[src/rtl/if_stage.sv]
// Instruction-fetch stage: fetch PC, variable-latency imem handshake, F/D register.
// Optional address-error check enabled by defining FETCH_ADEL_EN.
module if_stage #(
    parameter logic [31:0] RESET_PC  = 32'h0000_3000,
    parameter logic [31:0] EXC_ENTRY = 32'h0000_4180,
    parameter logic [31:0] TEXT_LO   = 32'h0000_3000,
    parameter logic [31:0] TEXT_HI   = 32'h0000_6FFC
) (
    input  logic        clk,
    input  logic        rst_n,
    input  logic [31:0] npc_i,
    input  logic        stall_i,
    input  logic        int_req_i,
    input  logic        eret_i,
    input  logic [31:0] epc_i,
    input  logic        d_is_branch_i,
    output logic        imem_req_o,
    output logic [31:0] imem_addr_o,
    input  logic [31:0] imem_rdata_i,
    input  logic        imem_ready_i,
    output logic [31:0] pc_o,
    output logic        fetch_busy_o,
    output logic [31:0] d_instr_o,
    output logic [31:0] d_pc_o,
    output logic [4:0]  d_exccode_o,
    output logic        d_bd_o,
    output logic        d_valid_o
);

    typedef enum logic [1:0] {S_FETCH, S_WAIT, S_HELD} state_t;

    localparam logic [4:0] EXC_ADEL = 5'd4;

    state_t      r_state;
    logic [31:0] r_pc;
    logic [31:0] r_hold;
    logic [4:0]  r_holdExc;
    logic [31:0] r_dInstr;
    logic [31:0] r_dPc;
    logic [4:0]  r_dExc;
    logic        r_dBd;
    logic        r_dValid;

    logic        w_flush;
    logic [31:0] w_redirect;
    logic        w_active;
    logic        w_adel;
    logic        w_complete;
    logic [31:0] w_fetchWord;
    logic [4:0]  w_fetchExc;

`ifdef FETCH_ADEL_EN
    assign w_adel = (r_pc[1:0] != 2'b00) || (r_pc < TEXT_LO) || (r_pc > TEXT_HI);
`else
    assign w_adel = 1'b0;
`endif

    assign w_flush     = int_req_i | eret_i;
    assign w_redirect  = int_req_i ? EXC_ENTRY : epc_i;
    assign w_active    = (r_state != S_HELD);
    // A bad address completes at once as a nop, so it never waits on memory.
    assign w_complete  = w_active & (w_adel | imem_ready_i);
    assign w_fetchWord = w_adel ? 32'h0 : imem_rdata_i;
    assign w_fetchExc  = w_adel ? EXC_ADEL : 5'd0;

    assign imem_req_o   = rst_n & w_active & ~w_flush & ~w_adel;
    assign imem_addr_o  = r_pc;
    assign fetch_busy_o = imem_req_o & ~imem_ready_i;
    assign pc_o         = r_pc;
    assign d_instr_o    = r_dInstr;
    assign d_pc_o       = r_dPc;
    assign d_exccode_o  = r_dExc;
    assign d_bd_o       = r_dBd;
    assign d_valid_o    = r_dValid;

    always_ff @(posedge clk or negedge rst_n) begin
        if (!rst_n) begin
            r_state   <= S_FETCH;
            r_pc      <= RESET_PC;
            r_hold    <= 32'h0;
            r_holdExc <= 5'd0;
            r_dInstr  <= 32'h0;
            r_dPc     <= 32'h0;
            r_dExc    <= 5'd0;
            r_dBd     <= 1'b0;
            r_dValid  <= 1'b0;
        end else if (w_flush) begin
            r_state   <= S_FETCH;
            r_pc      <= w_redirect;
            r_hold    <= 32'h0;
            r_holdExc <= 5'd0;
            r_dInstr  <= 32'h0;
            r_dPc     <= 32'h0;
            r_dExc    <= 5'd0;
            r_dBd     <= 1'b0;
            r_dValid  <= 1'b0;
        end else begin
            case (r_state)
                S_FETCH, S_WAIT: begin
                    if (w_complete) begin
                        if (!stall_i) begin
                            r_dInstr <= w_fetchWord;
                            r_dPc    <= r_pc;
                            r_dExc   <= w_fetchExc;
                            r_dBd    <= d_is_branch_i;
                            r_dValid <= 1'b1;
                            r_pc     <= npc_i;
                            r_state  <= S_FETCH;
                        end else begin
                            r_hold    <= w_fetchWord;
                            r_holdExc <= w_fetchExc;
                            r_state   <= S_HELD;
                        end
                    end else begin
                        r_state <= S_WAIT;
                    end
                end
                S_HELD: begin
                    if (!stall_i) begin
                        r_dInstr <= r_hold;
                        r_dPc    <= r_pc;
                        r_dExc   <= r_holdExc;
                        r_dBd    <= d_is_branch_i;
                        r_dValid <= 1'b1;
                        r_pc     <= npc_i;
                        r_state  <= S_FETCH;
                    end
                end
                default: r_state <= S_FETCH;
            endcase
        end
    end

endmodule

[config.mk]
export PLATFORM = sky130hd
export DESIGN_NAME = if_stage
export DESIGN_NICKNAME = d
export VERILOG_FILES = /design/src/rtl/if_stage.sv
export SDC_FILE = /design/constraint.sdc
export NUM_CORES = 1
export LEC_CHECK = 0
export ABC_AREA = 1
export CORE_MARGIN = 1
export CORE_UTILIZATION = 45
export CTS_CLUSTER_DIAMETER = 200
export DETAILED_ROUTE_END_ITERATION = 10
export HOLD_SLACK_MARGIN = 0.15
export PLACE_DENSITY = 0.81
export SLEW_MARGIN = 20
export SYNTH_ARGS = -nofsm -noshare
export SYNTH_HDL_FRONTEND = slang
export SYNTH_SLANG_ARGS = --single-unit
[constraint.sdc]
create_clock -name clk -period 1.6 [get_ports clk]
set_input_delay 0.16 -clock clk [delete_from_list [all_inputs] [get_ports clk]]
set_output_delay 0.16 -clock clk [all_outputs]
set_load 0.005 [all_outputs]
==> flow_metrics.tcl <==
set metrics [dict create \
    crit_buf_inv 1 \
    die_w_um 121 \
    globalRouteOverflowTotal 0 \
    setup_viol 0 \
    route.detailed.drc 0 \
    synth_area_sq_um 6400 \
    relSlewSlack_pct 50.4 \
    worst_pin_slew_ns 0.744 \
    start_util_pct 46.1 \
    placedCellCount 1216 \
    synthTopCellsByArea "dfrtp_1, nand2_1, buf_4, o21ai_0, nand3_1" \
    synth_top_area_share_pct 50.8 \
    peakVddDrop_v 0.000633 \
    coreArea_sq_um 13900 \
    synth_flop_cell "dfrtp_1" \
    fin_cells 1254 \
    synth_edf_count 0 \
    synthCells 856 \
    cts.clk_slew.worst_paths_ns 0.06 \
    antenna_found_initial 0 \
    clock_power_share_pct 42.8 \
    synth_area_leader_cell "dfrtp_1" \
    routed_wirelength_um 17700 \
    synth-seq-cells 132 \
    crit_path_start_kind "register" \
    clk_latency_ns 0.42 \
    path_delay_family "buffers and inverters" \
    final_net_count 1164 \
    fp.dieH_um 121 \
    cts_sinks 132 \
    cts_buffer_depth 2 \
    timing.setup.tns_ns 0 \
    seq_power_share_pct 40.4 \
    sw_frac_of_total_pct 23.9 \
    grt_max_degree 133 \
    dr.pass1.iters 7 \
    drt_iter0_markers 423 \
    dieArea_sq_um 14700 \
    required_ns 1.44 \
    rows 43 \
    place_congestion 0.810 \
    worstSetupPathType "reg -> out" \
    io_pins 240 \
    crit_path_max_incr_delay_ns 0.54 \
    status "complete, no violations" \
    arrival_ns 1.40 \
    rsz0062_at_grt "no" \
    grt.total_usage_pct 24.6 \
    hold_viol 0 \
    drtAntennaViolNets 0 \
    skew_ns 0.00817 \
    path_max_fanout 4 \
    power_density_nw_per_um2 971 \
    dpl.hpwl_um 11900 \
    yosys_warnings 0 \
    switchingPower_uw 2190 \
    drive_gt1_share_pct 6.61 \
    end_kind "output pin" \
    vias_per_cell 4.82 \
    min_period_ns 1.56 \
    hold_class "in -> reg" \
    num_antenna_cells 0 \
    portBuffers 234 \
    wl_per_cell_um 14.1 \
    grt_pass1_vias 5586 \
    seq_area_frac_synth_pct 51.6 \
    post-route-period-util_pct 97.3 \
    ff2ff_path_depth 9 \
    cts_made_buffers 17 \
    cp_slowest_cell "clkdlybuf4s50_1" \
    yosysMostFrequentCell "nand2_1" \
    p_leak_uw 0.00477 \
    cts_tree "yes" \
    syn_area_per_cell_sq_um 7.48 \
    path_cells "clkdlybuf4s50_1" \
    synthArstFlopShare_pct 100 \
    num_vias 6050 \
    cts_root_buffer "clkbuf_16" \
    grt_pass1_wl_um 28000 \
    synthTopCellsByCount "nand2_1, dfrtp_1, nor2_1" \
    power_frac_comb_pct 16.8 \
    areaGrowthSynthToFinish_pct 47.6 \
    p_int_uw 6980 \
    ys_types 17 \
    min_path_cells 3 \
    crit_cells 1 \
    slew_violations 0 \
    clock.fmax_ghz 0.643 \
    maxCapViolations 0 \
    htree_levels 4 \
]
[sequential cells by signal (all words and copies together) (netlist names)]
signal,cells
d_valid_o,1
d_pc_o,32
d_bd_o,1
r_state,2
d_instr_o,32
r_hold,32
imem_addr_o,32
[path summary, 6_finish.rpt]
check	slack, ns	start	to
worst max register to register	0.12	r_state[1]	d_instr_o[14]
worst max-delay path	0.04	imem_addr_o[29]	pc_o[29]
min in group asynchronous	0.37	rst_n	r_hold[26]
worst min register to register	0.48	d_instr_o[1]	d_instr_o[1]
max in group asynchronous	0.62	rst_n	imem_addr_o[18]
worst min-delay path	0.31	imem_rdata_i[21]	r_hold[21]
[layout by cell type (no fill, tap or decap)]
cell type,synthesis,routed
buf_12,0,9
buf_4,45,28
buf_6,0,1
bufinv_16,0,3
clkbuf_1,20,7
clkbuf_16,0,17
clkbuf_8,0,3
clkdlybuf4s50_1,0,227
clkinv_2,0,2
conb_1,1,5
dfrtp_1,130,129
dfrtp_2,0,1
dfstp_2,2,2
dlygate4sd2_1,0,6
dlygate4sd3_1,0,1
inv_1,37,37
inv_2,1,1
nand2_1,386,385
nand2_2,1,1
nand2_4,0,1
nand3_1,63,63
nand4_1,1,1
nor2_1,74,74
nor2_4,1,1
nor3_1,2,1
nor3_2,0,1
o21ai_0,66,65
o21ai_1,1,2
[logic make-up (layout without fill, tap and decap cells)]
| group | after synthesis | in the layout | share of synthesized area, % |
|---|---|---|---|
| other cells | 1 | 5 | 0.0586 |
| compound gates | 67 | 67 | 5.24 |
| buf+inv | 128 | 342 | 10.6 |
| flops | 132 | 132 | 51.6 |
| simple gates | 528 | 528 | 32.4 |
[power by group through the flow]
stage	logic [uW]	clock network (uW)	registers (uW)
6_report	1540	3930	3700
5_1_grt	1700	4130	3730
4_1_cts	1560	3990	3700
3_5_place_dp	1540	0	3760
3_3_place_gp	1510	0	3750
2_1_floorplan	614	0	3740
[layout make-up]
type                            instances  area, sq um
Tap cell                              180          225
Sequential cell                       132         3310
Timing Repair Buffer                  272         2740
Fill cell                            1146         4430
Inverter                               38          143
Multi-Input combinational cell        600         2440
Clock buffer                           27          493
Clock inverter                          5          100
[per-stage QoR]
stage / power [uW] / setup slack (ns) / instance area, sq um / util, % / hold WS (ns)
final: 9170 / 0.0437 / 9450 / 68.1 / 0.311
after global routing: 9560 / 0.00515 / 9450 / 68.1 / 0.333
after detailed placement: 5300 / -0.271 / 8810 / 63.4 / 0.319
after CTS: 9250 / 0.00831 / 9440 / 68.0 / 0.297
after global placement: 5270 / -0.247 / 8810 / 63.4 / 0.324
after floorplan: 4350 / 0.364 / 6420 / - / -0.136
[per-layer routing]
metal / GRT usage (%) / share of wire [%]
met2: 40.3 / 49
met3: 6.20 / 6.7
met1: 31.4 / 43
met5: 0 / 0
met4: 8.72 / 1.5
[timing repair]
action,4_1_cts,5_1_grt
setup buffers,5,0
resized for setup,6,3
endpoints found under the setup margin,6,4
endpoints found under the hold margin,130,0
pin swaps,2,0
hold buffers,1,0
No activity file was read; power rests on OpenSTA's default activity.
==> patch 1, RTL diff (config.mk and constraints unchanged) <==
Build with the macro `FETCH_ADEL_EN` defined.
--- a/src/rtl/if_stage.sv
+++ b/src/rtl/if_stage.sv
@@ -1,5 +1,7 @@
 // Instruction-fetch stage: fetch PC, variable-latency imem handshake, F/D register.
 // Optional address-error check enabled by defining FETCH_ADEL_EN.
+`define FETCH_ADEL_EN
+
 module if_stage #(
     parameter logic [31:0] RESET_PC  = 32'h0000_3000,
     parameter logic [31:0] EXC_ENTRY = 32'h0000_4180,
Behaviour: not the same (Yosys sat finds a counterexample within 4 cycles, from zero or initial values and one cycle with rst_n low).
==> patch 1 against the unedited design <==
The run now ends with setup timing left. Area after synthesis rose by 2.0%. Design area grew 22%. Setup slack got worse by 0.54 ns. Core utilization grew 14 points. First-iteration DRC count grew 20%. Synthesized cell count grew 2.0%. Global-route usage increased by 8.4 points. Sequential cell count increased by 2. Count of clock-buffer cells in the layout decreased by 2. Total power decreased by 0.53%. Routed wire length up 48%. Maximum frequency fell by 26%. Largest power group unchanged. Via count grew 21%.
==> patch 1: results (changes against the unedited design) <==
* Status: finished with violations (was completed)
* Failing checks: setup timing
* WHS Path Cells at 3 (unchanged)
* Slowest cell on crit path: dfrtp_1 (was clkdlybuf4s50_1)
* P_leak at 6.37 nW (was 4.77 nW)
* Gr usage total at 0.330 (was 0.246)
* ANT cells at 0 (unchanged)
* Seq/Total Area, Yosys at 0.514 (was 0.516)
* EDFF count, synth at 0 (unchanged)
* Drt wl/cell at 19.5 um (was 14.1 um)
* Proportion of layout cells with a drive suffix above 1 at 0.284 (was 0.0661)
* # setup viols final at 137 (was 0)
* PortBufs at 235 (was 234)
* Vias post-DR at 7,323 (was 6,050)
* Top cells by area, synth: dfrtp_1, nand2_1, nand3_1 (was dfrtp_1, nand2_1, buf_4)
* Slowest stage delay, CP at 0.40 ns (was 0.54 ns)
* Vias in the first global route at 6,917 (was 5,586)
* Critical Path Source: imem_addr_o[31] (was imem_addr_o[29])
* Peak VDD IR at 0.817 mV (was 0.633 mV)
* Worst EP arrival at 2.39 ns (was 1.40 ns)
* Commonest cells post-synth: nand2_1, dfrtp_1, nand3_1 (was nand2_1, dfrtp_1, nor2_1)
* Delay-heaviest family, CP: simple AND/OR/NAND/NOR gates (was buffers and inverters)
* First-pass GRT wire length at 36.7 mm (was 28.0 mm)
* Gpl congestion at 0.884 (was 0.810)
* Synth Area in Compound Gates at 0.0402 (was 0.0524)
* Layout filler cell count at 785 (was 1,146)
* Final worst slack at -0.494 ns (was 0.0437 ns)
* R2R depth at 14 (was 9)
* Non-Filler Instances at 1,347 (was 1,254)
* Critical hold path startpoint: d_is_branch_i (was imem_rdata_i[21])
* Largest net degree at the start of global routing at 135 (was 133)
* Syn Area/Cell at 7.48 um2 (about the same)
* Skew final at 0.00897 ns (was 0.00817 ns)
* CP Max Fanout at 7 (was 4)
==> patch 1: kinds of logic (layout without fill, tap and decap cells) <==
family / count (synthesis) / in the layout
other cells: 1 / 4
simple gates: 569 / 572
compound gates: 51 / 51
flops: 134 / 134
buf+inv: 118 / 406
==> patch 1: final timing paths <==
kind,to
max in group asynchronous,imem_addr_o[8]
hold reg to reg,r_hold[18]
setup / recovery,imem_addr_o[20]
setup reg to reg,imem_addr_o[20]
hold / removal,d_bd_o
min in group asynchronous,r_hold[15]
==> patch 1: layout make-up <==
type,count,area share
well taps,180,0.0196
clock inverters,4,0.00392
clock buffers,25,0.0440
repair buffers,346,0.343
flip-flops and latches,134,0.293
multi-input cells,627,0.285
inverters,31,0.0118
==> patch 1: tightest hold or removal path, cell delays in order <==
cell and delay (ns):
clkdlybuf4s50_1 0.42, nand2_1 0.07, nand2_1 0.04
==> patch 1: timing repair <==
item	4_1_cts	5_1_grt
pin swaps	42	61
buffers inserted	31	13
endpoints found under the hold margin	132	0
resized for setup	167	186
setup endpoints to repair	141	166
gates cloned	20	6
hold buffers	1	0
==> patch 1: through the flow <==
stage	setup slack, ns	setup TNS (ns)	instance area (um2)	hold slack [ns]
2_1_floorplan	-0.0239	-0.243	6550	-0.136
3_3_place_gp	-0.563	-64.92	9090	0.346
4_1_cts	-0.376	-40.46	10800	0.303
3_5_place_dp	-0.644	-71.14	9090	0.349
6_report	-0.494	-55.91	11500	0.322
5_1_grt	-0.547	-64.04	11500	0.326
==> patch 1: layer usage <==
metal	GRT usage	vias up	share of wire
li1	-	3250	-
met1	0.399	3532	0.37
met2	0.546	454	0.50
met3	0.0892	87	0.088
met4	0.152	0	0.041
met5	0	-	0
==> patch 1: power breakdown <==
part	total, mW	switching, mW	internal (mW)	leakage (nW)
clock	3.69	1.38	2.31	0.275
combinational	1.82	0.842	0.973	4.29
sequential	3.62	0.106	3.51	1.81
==> patch 2, RTL diff (config.mk and constraints unchanged) <==
Made on the original files. The 3 states of `state_t` get a one-hot encoding in 3 bits.
--- a/src/rtl/if_stage.sv
+++ b/src/rtl/if_stage.sv
@@ -27,7 +27,7 @@
     output logic        d_valid_o
 );
 
-    typedef enum logic [1:0] {S_FETCH, S_WAIT, S_HELD} state_t;
+    typedef enum logic [2:0] {S_FETCH = 3'b001, S_WAIT = 3'b010, S_HELD = 3'b100} state_t;
 
     localparam logic [4:0] EXC_ADEL = 5'd4;
 
Function: no difference found for any inputs over 4 cycles, from zero or initial values and one cycle with rst_n low; so few cycles prove little.
==> patch 2 against the unedited design <==
The run now ends with DRC, setup timing left. Routed wire length rose by 30%. Highest routed layer unchanged. Sequential cell count is 1 higher. Largest cell class unchanged. Design area is 13% higher. Combinational power is 44% higher. Area after synthesis up 7.1%. Clock power decreased by 5%. Total power increased by 6.7%. Setup slack lost 0.20 ns. Via count increased by 16%.
==> patch 2: results (changes against the unedited design) <==
* CTS clk-pin slew, worst paths at 0.06 ns (about the same)
* Critical hold path startpoint: imem_rdata_i[25] (was imem_rdata_i[21])
* ANT cells at 0 (unchanged)
* R2R depth at 10 (was 9)
* Synth cell types at 22 (was 17)
* Synthesis Warnings at 0 (unchanged)
* Gr usage total at 0.257 (was 0.246)
* First-pass GRT wire length at 31.9 mm (was 28.0 mm)
* Skew-Pair Late Insertion Delay at 0.41 ns
* Largest net degree at the start of global routing at 134 (was 133)
* R2r endpoint: imem_addr_o[1] (was d_instr_o[14])
* PortBufs at 234 (unchanged)
* Mapped Cells at 948 (was 856)
* Initial drt markers at 597 (was 423)
* Ys flop type: dfrtp_1 (unchanged)
* Max Root-Sink Buffers at 2 (unchanged)
* Worst reg2reg path startpoint: r_state[1] (unchanged)
* DR pass1 iterations at 8 (was 7)
* Worst EP arrival at 2.11 ns (was 1.40 ns)
* Non-Filler Instances at 1,376 (was 1,254)
* Peak VDD IR at 0.785 mV (was 0.633 mV)
* Proportion of layout cells with a drive suffix above 1 at 0.143 (was 0.0661)
* CTS buffer count at 17 (unchanged)
* WHS Path Cells at 3 (unchanged)
* Gpl congestion at 0.845 (was 0.810)
* H-tree depth at 4 (unchanged)
* Placed Area at 9310 um2 (was 8810 um2)
* # setup viols final at 101 (was 0)
* Slowest cell on crit path: dfrtp_1 (was clkdlybuf4s50_1)
* Type of the most critical hold path: in2reg (unchanged)
* Failing checks: DRC, setup timing
* Status: finished with violations (was completed)
* CP Max Fanout at 7 (was 4)
* Seq/Total Area, Yosys at 0.486 (was 0.516)
* Final worst slack at -0.158 ns (was 0.0437 ns)
* Vias in the first global route at 6,310 (was 5,586)
* Worst slew margin at 0.452 (was 0.504)
* Drt via density at 5.12 (was 4.82)
* Slowest stage delay, CP at 0.42 ns (was 0.54 ns)
* Hold Path End: r_hold[25] (was r_hold[21])
* Top cells by area, synth: dfrtp_1, nand2_1, nand3_1 (was dfrtp_1, nand2_1, buf_4)
* Remaining DRCs at 12 (was 0)
* Async SR Flop Fraction at 1.00 (unchanged)
* Skew final at 0.00480 ns (was 0.00817 ns)
* Delay-heaviest family, CP: simple AND/OR/NAND/NOR gates (was buffers and inverters)
* Commonest cells post-synth: nand2_1, dfrtp_1, nand3_1 (was nand2_1, dfrtp_1, nor2_1)
* Placed Instances at 1,309 (was 1,216)
* P_leak at 5.44 nW (was 4.77 nW)
* Hpwl dp at 13.2 mm (was 11.9 mm)
* Routed wire length at 22.9 mm (was 17.7 mm)
* Initial antenna violation count at 0 (unchanged)
* Root Driver: clkbuf_16 (unchanged)
[patch 2: metal layers]
layer | vias to the layer above | global-route usage | share of wire | wire, um
met5 | - | 0 | 0 | 0
li1 | 3327 | - | - | -
met2 | 320 | 0.419 | 0.50 | 11600
met3 | 52 | 0.0531 | 0.064 | 1470
met1 | 3343 | 0.331 | 0.40 | 9160
met4 | 0 | 0.108 | 0.031 | 713
[patch 2: how the worst max path moves through the flow]
stage / start / endpoint / cells past startpoint
floorplan: r_state[0] / d_instr_o[0] / 10
global placement: int_req_i / d_instr_o[31] / 10
detailed placement: int_req_i / imem_addr_o[15] / 10
CTS: r_state[0] / imem_addr_o[15] / 9
global route: r_state[0] / d_pc_o[8] / 10
finish: r_state[1] / imem_addr_o[1] / 10
[patch 2: cells by family (layout without fill, tap and decap cells)]
group / after synthesis / count (layout) / share of synthesized area
and+or+nand+nor: 573 / 574 / 0.342
buffers and inverters: 205 / 444 / 0.140
DFF: 133 / 133 / 0.486
AOI/OAI and AO/OA: 36 / 36 / 0.0321
other: 1 / 5 / 0.000547
[patch 2: timing repair]
action	CTS	global route
endpoints found under the hold margin	130	0
hold buffers	1	0
gates resized for setup	22	81
buffers inserted	3	9
pin swaps	0	22
setup endpoints to repair	96	121
cloned	1	21
[patch 2: area by class of cell]
class	count	area, um2
multi-input combinational	615	2850
clock buffer	29	531
timing repair buffer	302	3270
timing repair inverter	1	7.51
tap	184	230
clock inverter	3	40.0
fill	1078	4030
inverter	109	413
sequential	133	3340
[patch 2: power by group]
group	switching [mW]	internal, mW
Combinational	0.997	1.22
Sequential	0.214	3.60
Clock	1.37	2.38
[patch 2: worst register-to-register path: stages (launching register included)]
cell,delay (ns)
dfrtp_1,0.42
nor2_4,0.23
nand2_2,0.12
buf_6,0.15
nand2_4,0.05
nand3_4,0.13
nand3_4,0.15
buf_12,0.16
clkbuf_16,0.17
nand2_4,0.05
nand2_2,0.07
[patch 2: through the flow]
step	TNS [ns]	setup slack [ns]	hold slack, ns
6_report	-10.83	-0.158	0.332
5_1_grt	-19.42	-0.209	0.349
4_1_cts	-1.74	-0.0512	0.319
3_5_place_dp	-21.80	-0.230	0.331
3_3_place_gp	-18.36	-0.205	0.327
2_1_floorplan	0	0.0463	-0.136
